`src/rtl/stream_source.sv`:
```
// Programmable burst traffic source: incrementing or LFSR beats with idle gaps between accepted beats.
// Every output is registered; out_valid/out_data are held under backpressure and stall cycles are counted.
module stream_source #(
  parameter int DATA_WIDTH  = 32,
  parameter int COUNT_WIDTH = 16,
  parameter int GAP_WIDTH   = 4,
  parameter int STALL_WIDTH = 16
) (
  input  logic                   clk,
  input  logic                   rst,
  input  logic                   start,
  input  logic                   mode,
  input  logic [DATA_WIDTH-1:0]  seed,
  input  logic [COUNT_WIDTH-1:0] length,
  input  logic [GAP_WIDTH-1:0]   gap,
  output logic                   out_valid,
  input  logic                   out_ready,
  output logic [DATA_WIDTH-1:0]  out_data,
  output logic                   busy,
  output logic                   done,
  output logic [COUNT_WIDTH-1:0] sent_count,
  output logic [STALL_WIDTH-1:0] stall_count
);

  localparam logic [DATA_WIDTH-1:0]  DATA_ONE  = {{(DATA_WIDTH-1){1'b0}}, 1'b1};
  localparam logic [COUNT_WIDTH-1:0] COUNT_ONE = {{(COUNT_WIDTH-1){1'b0}}, 1'b1};
  localparam logic [GAP_WIDTH-1:0]   GAP_ONE   = {{(GAP_WIDTH-1){1'b0}}, 1'b1};
  localparam logic [STALL_WIDTH-1:0] STALL_ONE = {{(STALL_WIDTH-1){1'b0}}, 1'b1};
  localparam logic [DATA_WIDTH-1:0]  LFSR_TAPS = DATA_WIDTH'(32'h80200003);

  typedef enum logic [1:0] {S_IDLE, S_SEND, S_GAP} state_t;

  state_t                 r_state, w_state_nxt;
  logic                   r_mode, w_mode_nxt;
  logic [COUNT_WIDTH-1:0] r_length, w_length_nxt;
  logic [GAP_WIDTH-1:0]   r_gap, w_gap_nxt;
  logic [GAP_WIDTH-1:0]   r_gap_cnt, w_gap_cnt_nxt;
  logic [DATA_WIDTH-1:0]  r_data, w_data_nxt;
  logic                   r_valid, w_valid_nxt;
  logic                   r_busy, w_busy_nxt;
  logic                   r_done, w_done_nxt;
  logic [COUNT_WIDTH-1:0] r_sent, w_sent_nxt;
  logic [STALL_WIDTH-1:0] r_stall, w_stall_nxt;

  logic [DATA_WIDTH-1:0]  w_next_data;
  logic [DATA_WIDTH-1:0]  w_seed_eff;
  logic [COUNT_WIDTH-1:0] w_sent_inc;
  logic                   w_handshake;
  logic                   w_last;

  // LFSR is Galois, right-shifting; an all-zero LFSR seed would lock up, so it becomes 1.
  assign w_next_data = r_mode ? (r_data[0] ? ((r_data >> 1) ^ LFSR_TAPS) : (r_data >> 1))
                              : (r_data + DATA_ONE);
  assign w_seed_eff  = (mode && (seed == '0)) ? DATA_ONE : seed;
  assign w_handshake = r_valid && out_ready;
  assign w_sent_inc  = r_sent + COUNT_ONE;
  assign w_last      = (w_sent_inc == r_length);

  always_comb begin
    w_state_nxt   = r_state;
    w_mode_nxt    = r_mode;
    w_length_nxt  = r_length;
    w_gap_nxt     = r_gap;
    w_gap_cnt_nxt = r_gap_cnt;
    w_data_nxt    = r_data;
    w_valid_nxt   = r_valid;
    w_busy_nxt    = r_busy;
    w_done_nxt    = 1'b0;
    w_sent_nxt    = r_sent;
    w_stall_nxt   = r_stall;

    case (r_state)
      S_IDLE: begin
        if (start) begin
          w_mode_nxt   = mode;
          w_length_nxt = length;
          w_gap_nxt    = gap;
          w_sent_nxt   = '0;
          w_stall_nxt  = '0;
          if (length != '0) begin
            w_state_nxt = S_SEND;
            w_valid_nxt = 1'b1;
            w_data_nxt  = w_seed_eff;
            w_busy_nxt  = 1'b1;
          end else begin
            w_done_nxt  = 1'b1;
          end
        end
      end

      S_SEND: begin
        if (r_valid && !out_ready && (r_stall != '1)) begin
          w_stall_nxt = r_stall + STALL_ONE;
        end
        if (w_handshake) begin
          w_sent_nxt = w_sent_inc;
          if (w_last) begin
            w_state_nxt = S_IDLE;
            w_valid_nxt = 1'b0;
            w_busy_nxt  = 1'b0;
            w_done_nxt  = 1'b1;
          end else if (r_gap == '0) begin
            w_data_nxt  = w_next_data;
          end else begin
            // Advance the payload now; it is only presented again when valid returns.
            w_state_nxt   = S_GAP;
            w_valid_nxt   = 1'b0;
            w_gap_cnt_nxt = r_gap;
            w_data_nxt    = w_next_data;
          end
        end
      end

      S_GAP: begin
        if (r_gap_cnt == GAP_ONE) begin
          w_state_nxt = S_SEND;
          w_valid_nxt = 1'b1;
        end else begin
          w_gap_cnt_nxt = r_gap_cnt - GAP_ONE;
        end
      end

      default: begin
        w_state_nxt = S_IDLE;
        w_valid_nxt = 1'b0;
        w_busy_nxt  = 1'b0;
      end
    endcase
  end

  always_ff @(posedge clk or posedge rst) begin
    if (rst) begin
      r_state   <= S_IDLE;
      r_mode    <= 1'b0;
      r_length  <= '0;
      r_gap     <= '0;
      r_gap_cnt <= '0;
      r_data    <= '0;
      r_valid   <= 1'b0;
      r_busy    <= 1'b0;
      r_done    <= 1'b0;
      r_sent    <= '0;
      r_stall   <= '0;
    end else begin
      r_state   <= w_state_nxt;
      r_mode    <= w_mode_nxt;
      r_length  <= w_length_nxt;
      r_gap     <= w_gap_nxt;
      r_gap_cnt <= w_gap_cnt_nxt;
      r_data    <= w_data_nxt;
      r_valid   <= w_valid_nxt;
      r_busy    <= w_busy_nxt;
      r_done    <= w_done_nxt;
      r_sent    <= w_sent_nxt;
      r_stall   <= w_stall_nxt;
    end
  end

  assign out_valid   = r_valid;
  assign out_data    = r_data;
  assign busy        = r_busy;
  assign done        = r_done;
  assign sent_count  = r_sent;
  assign stall_count = r_stall;

endmodule

```
`config.mk`:
```
export PLATFORM = sky130hd
export DESIGN_NAME = stream_source
export DESIGN_NICKNAME = d
export VERILOG_FILES = /design/src/rtl/stream_source.sv
export SDC_FILE = /design/constraint.sdc
export NUM_CORES = 1
export LEC_CHECK = 0
export ABC_AREA = 1
export CELL_PAD_IN_SITES_DETAIL_PLACEMENT = 1
export CELL_PAD_IN_SITES_GLOBAL_PLACEMENT = 1
export CORE_AREA = 2 2 152 117
export DETAILED_ROUTE_END_ITERATION = 10
export DIE_AREA = 0 0 154 119
export MAX_ROUTING_LAYER = met4
export PLACE_DENSITY = 0.82
export SLEW_MARGIN = 20
export SYNTH_ARGS = -nofsm -noshare
export SYNTH_HDL_FRONTEND = slang
export SYNTH_SLANG_ARGS = --single-unit
```
`constraint.sdc`:
```
create_clock -name clk -period 3.75 [get_ports clk]
set_clock_uncertainty 0.1 [all_clocks]
set_input_delay 0.75 -clock clk [delete_from_list [all_inputs] [get_ports clk]]
set_output_delay 0.75 -clock clk [all_outputs]
set_load 0.005 [all_outputs]
```
==> results of run 1 <==
-- layout by cell type, fill, tap and decap left out, types with 5 or more instances in the layout --
cell type / instances
nand2_1: 256
nor2_1: 92
nand4_1: 19
nand3_1: 74
nor2_2: 7
a21oi_1: 68
xor2_1: 17
clkdlybuf4s50_1: 123
ha_1: 5
o22ai_1: 6
o21ai_0: 75
buf_4: 8
inv_1: 106
nor4_1: 10
nor3_1: 20
dfrtp_1: 93
clkbuf_16: 9
nand3b_1: 7
-- logic make-up after synthesis --
family | Yosys count | share of synthesized area (%)
buf+inv | 135 | 8.79
flops | 93 | 38.0
compound gates | 166 | 14.5
simple gates | 495 | 34.8
fa+ha+maj | 5 | 1.02
xor+xnor | 19 | 2.94
-- area by class of cell --
| type | count | area share, % |
|---|---|---|
| Clock inverter | 6 | 0.884 |
| Inverter | 110 | 5.24 |
| Multi-Input combinational cell | 685 | 41.1 |
| Timing Repair Buffer | 134 | 17.0 |
| Clock buffer | 10 | 2.89 |
| Tap cell | 220 | 3.47 |
| Sequential cell | 93 | 29.4 |
-- worst reg2reg max path: cells and delay by family, from the launching register on --
family | cells | cell delay [ps]
AOI/OAI and AO/OA | 1 | 100
adders and majority gates | 1 | 260
DFF | 1 | 490
buffers and inverters | 1 | 230
and+or+nand+nor | 11 | 1650
-- routing by layer --
metal	wire length, microns	track usage (%)	vias to the layer above
met4	206	4.96	0
met1	11100	37.0	3263
met3	1280	4.73	16
li1	-	-	3235
met2	9270	36.1	185
met5	0	-	-
-- where the power goes --
part	switching, uW	internal, uW
registers	454	1370
logic	1860	1240
clock network	427	524
-- flip-flops by register name (all words and copies together) (netlist names) --
name / count
r_gap: 4
out_data: 32
stall_count: 16
r_length: 16
done: 1
sent_count: 16
r_gap_cnt: 4
busy: 1
r_mode: 1
r_state: 2
-- worst paths after layout --
path,end,slack (ps),cells after the start
hold reg to reg,r_gap_cnt[1],390,2
min in group asynchronous,r_mode,670,2
setup reg to reg,out_data[11],800,14
max in group asynchronous,out_data[24],2210,3
setup / recovery,out_data[11],740,10
hold / removal,r_gap_cnt[1],390,2
-- through the flow --
stage,setup WS (ps),hold slack [ps],power [uW]
floorplan,480,342,3620
CTS,815,399,5880
global route,519,421,6370
global placement,512,357,4790
finish,744,391,5870
detailed placement,494,381,4890
==> impl_metrics.csv, run 1 <==
group,metric,value,unit
run_status,status,"finished, final reports clean",
yosys,synthTopCellsByArea,"dfrtp_1 38%, nand2_1 16%, inv_1 6.6%, o21ai_0 6.1%, nand3_1 6.0%",
sta,worst_slew_pin_slew,834,ps
routing,routed_wl,21800,microns
place,gp_congestion,0.917,
finish,fin_util,46.4,%
finish,seq_area,2330,sq um
yosys,ys_types,41,
clock_network,post_cts_buffers,0,
pwr,leakage,0.00355,uW
finish,n_antenna_cell,0,
finish,nNetsFinal,1095,
yosys,synth_most_common_cell,"nand2_1",
floorplan,io_pins,124,
yosys,synth_warnings,0,
yosys,synth_commonest_cells,"256 x nand2_1, 107 x inv_1, 93 x dfrtp_1, 92 x nor2_1, 75 x o21ai_0",
place,dp_cells,1242,
run,cap_violations,0,
yosys,yosys.area.top_type_share,38.0,%
setup_path,cpPeakStageDelay,530,ps
floorplan,die_h,119,microns
setup_path,path_max_fanout,29,
floorplan,start_util,35.9,%
min_path,min_path_type,"reg -> reg",
place,dp_hpwl,16500,microns
floorplan,coreArea,17100,sq um
finish,final_cells,1258,
setup_path,setup.worst_path.class,"in -> reg",
finish,multi_input_area,3260,sq um
place,numPortBuffers,123,
sta,slew_headroom,44.3,%
clock_network,h-tree-depth,3,
floorplan,dieWidth,154,microns
setup_path,r2r-start,"sent_count[0]",
routing,wire_per_inst,17.3,microns
yosys,ys_seq_elements,93,
place,dpl-instance-area,7630,sq um
sta,tns,0,ps
sta,finalMaxSlewViolations,0,
routing,num_vias,6699,
clock_network,clock_path_buffers,2,
finish,fillers,2208,
global_routing,grt_pass1_wl,35400,microns
clock_network,clock-sinks,93,
routing,ant_nets,0,
setup_path,critPathBufInv,2,
yosys,synth_edf_count,0,
setup_path,worst_setup_path_end_kind,"register",
global_routing,grt_start_max_net_pins,45,
setup_path,startpoint,"length[1]",
yosys,synthCells,913,
setup_path,cp.arrival,3150,ps
routing,viasPerCell,5.33,
sta,hold_violations,0,
yosys,syn_nets,975,
setup_path,crit_slowest_cell,"nor4_1",
global_routing,grt_pass1_vias,6705,
finish,drive_gt1_share,4.14,%
finish,fin_area,7930,sq um
clock_network,cts_resized,0,
setup_path,startpoint_type,"input port",
clock_network,cts_tree,"built",
finish,area_delta_synth_final,29.4,%
sta,fmax,333,MHz
floorplan,die_area,18300,sq um
routing,drtPass1Iterations,5,
setup_path,cp_top_family,"simple AND/OR/NAND/NOR gates",
sta,period_share,80.2,%
sta,final-setup-viol-count,0,
clock_network,clk_pin_slew,70,ps
sta,final.min_clock_period,3010,ps
routing,drc,0,
yosys,seq_area_frac_synth,38.0,%
global_routing,gr-total-overflow,0,
clock_network,hold_buffers,0,
min_path,hp-start,"r_gap_cnt[1]",
global_routing,grt_usage,25.1,%
pwr,ir_drop,281,uV
pwr,power_density,741,nW/um^2
yosys,async_reset_ff_share,100,%
floorplan,rows,42,
yosys,ys.flop_type,"dfrtp_1",
clock_network,clock_latency,350,ps
setup_path,cp_common_cell,"nand2_1",
setup_path,critPathRequiredTime,3890,ps
sta,grt_setup_unrepaired,"no",
yosys,synth.cell_area,6120,sq um
yosys,synth_top_cell_by_area,"dfrtp_1",
setup_path,path_cells,"clkdlybuf4s50_1 > nor4_1 > nand4_1 > or2_2 > nand2_1 > nor3_1 > nand2_2 > buf_12 > nand2_1 > o21a_1",
clock_network,cts_root_buf,"clkbuf_16",
global_routing,antenna_found_initial,0,
yosys,avgSynthCellArea,6.71,sq um
routing,drt_iter0_drc,497,
clock_network,cts-buffers-inserted,9,
(Power assumes the default switching activity.)
==> inputs of run 2 (changes only) <==
Settings changed: CORE_AREA 2 2 152 117 to 2 2 161 123, DIE_AREA 0 0 154 119 to 0 0 163 125, PLACE_DENSITY 0.82 to 0.77.
Clock period 3.75 ns to 2.61 ns, I/O delays scaled along.
==> run 2 against run 1 <==
  * Hold slack got worse by 15 ps
  * Clock-buffer cell count unchanged
  * Global-route usage decreased by 1.7 points
  * Sequential share of layout area decreased by 2.1 points
  * Die area increased by 11%
  * Clock power increased by 78%
  * Design area increased by 8.1%
  * Setup slack got worse by 590 ps
  * Sequential cell count unchanged
  * Critical path type is now reg -> reg
  * Largest power group unchanged
==> impl_metrics.csv, run 2 (synthesis gave the netlist of run 1 again) <==
group,metric,value,unit
run_status,status,"finished, final reports clean",
finish,fin_util,45.1,%
finish,drive_gt1_share,9.82,%
clock_network,cts_root_buf,"clkbuf_16",
clock_network,h-tree-depth,3,
sta,slew_headroom,60.9,%
floorplan,start_util,32.2,%
finish,nNetsFinal,1136,
floorplan,die_h,125,microns
pwr,ir_drop,428,uV
global_routing,grt_pass1_vias,6730,
setup_path,startpoint,"sent_count[0]",
finish,fillers,2411,
pwr,power_density,1100,nW/um^2
setup_path,path_max_fanout,6,
global_routing,grt_usage,23.4,%
routing,wire_per_inst,18.0,microns
setup_path,reg2reg_depth,15,
floorplan,rows,44,
clock_network,clock_path_buffers,2,
setup_path,r2r-start,"sent_count[0]",
sta,final.min_clock_period,2450,ps
global_routing,gr-total-overflow,0,
finish,n_antenna_cell,0,
place,gp_congestion,0.958,
finish,final_common_cell,"nand2_1",
setup_path,worst_setup_path_end_kind,"register",
place,dp_slack,-186,ps
routing,drtPass1Iterations,5,
floorplan,die_area,20400,sq um
global_routing,antenna_found_initial,0,
routing,routed_wl,23900,microns
setup_path,r2r_slack,160,ps
finish,area_delta_synth_final,39.9,%
sta,finalMaxSlewViolations,0,
setup_path,cp.arrival,2620,ps
setup_path,crit_slowest_cell,"dfrtp_1",
setup_path,path_cells,"buf_6 > nand2_1 > nor2_4 > nand2_2 > o21ai_1 > nand2_1 > nand2_1 > nand2_1 > nor2_2 > nand4_1 > buf_6 > nand2_8 > buf_12 > nor2_1 > a21oi_1",
setup_path,cp-endpoint,"out_data[23]",
floorplan,coreArea,19000,sq um
clock_network,clock_latency,350,ps
place,numPortBuffers,123,
clock_network,clock-sinks,93,
finish,largest_reg_flops,32,
clock_network,cts_tree,"built",
routing,ant_nets,0,
routing,num_vias,7022,
sta,layout_setup_ws,158,ps
clock_network,hold_buffers,0,
run,cap_violations,0,
finish,layout_common_cells,"251 x nand2_1, 123 x clkdlybuf4s50_1, 106 x inv_1",
sta,fmax,408,MHz
setup_path,rr_endpoint,"out_data[23]",
sta,final-setup-viol-count,0,
min_path,hp-start,"r_gap_cnt[1]",
pwr,leakage,0.00385,uW
global_routing,grt_pass1_wl,36500,microns
setup_path,critPathRequiredTime,2780,ps
finish,multi_input_area,3370,sq um
clock_network,cts-buffers-inserted,9,
setup_path,startpoint_type,"register",
routing,drc,0,
routing,drt_iter0_drc,492,
finish,seq_area,2330,sq um
place,dp_hpwl,17300,microns
setup_path,cpPeakStageDelay,400,ps
min_path,min_path_type,"reg -> reg",
sta,period_share,93.9,%
routing,viasPerCell,5.27,
clock_network,clk_pin_slew,70,ps
sta,worst_slew_pin_slew,583,ps
sta,hold_violations,0,
floorplan,dieWidth,163,microns
global_routing,grt_start_max_net_pins,48,
floorplan,io_pins,124,
setup_path,setup.worst_path.class,"reg -> reg",
setup_path,cp_common_cell,"nand2_1",
==> run 2: critical path, delay by kind of cell (launching register included) <==
kind / cells / cell delay [ps]
DFF: 1 / 400
buffers and inverters: 3 / 450
AOI/OAI and AO/OA: 2 / 330
and+or+nand+nor: 10 / 1080
==> run 2: worst min path at each step <==
stage                         to  cells after the start
floorplan           r_gap_cnt[1]                      2
global placement    r_gap_cnt[1]                      2
detailed placement  r_gap_cnt[1]                      2
CTS                 r_gap_cnt[1]                      2
global route        r_length[13]                      2
finish              r_gap_cnt[1]                      2
==> run 2: area by class of cell <==
type	instances	share of cell area (%)
clock buffer	10	2.79
tap	253	3.69
clock inverter	6	1.64
inverter	110	4.86
timing repair buffer	174	20.5
sequential	93	27.2
multi-input combinational	686	39.3
==> run 2: stage by stage <==
| stage | total power (uW) | TNS (ps) | hold slack (ps) | instance area [sq um] | instances |
|---|---|---|---|---|---|
| finish | 9390 | 0 | 376 | 8570 | 1332 |
| global route | 10200 | -109 | 425 | 8570 | 1332 |
| CTS | 8910 | 0 | 383 | 8270 | 1320 |
| detailed placement | 7160 | -4410 | 369 | 7890 | 1304 |
| global placement | 7010 | -873 | 354 | 7890 | 1304 |
| floorplan | 5200 | 0 | 342 | 6130 | 913 |
==> run 2: power breakdown <==
part	switching, uW	internal, uW	total [uW]
Sequential	632	1970	2600
Combinational	2920	2170	5090
Clock	623	1070	1690
==> run 2: per-layer routing <==
layer / vias up / global-route usage (%) / routed length, microns
li1: 3329 / - / -
met1: 3439 / 34.8 / 11800
met2: 238 / 33.6 / 10300
met3: 16 / 4.25 / 1590
met4: 0 / 3.96 / 206
met5: - / - / 0
==> run 2: repair_timing <==
action | in CTS | in global routing
setup buffers | 0 | 5
endpoints found under the setup margin | 0 | 39
resized for setup | 0 | 35
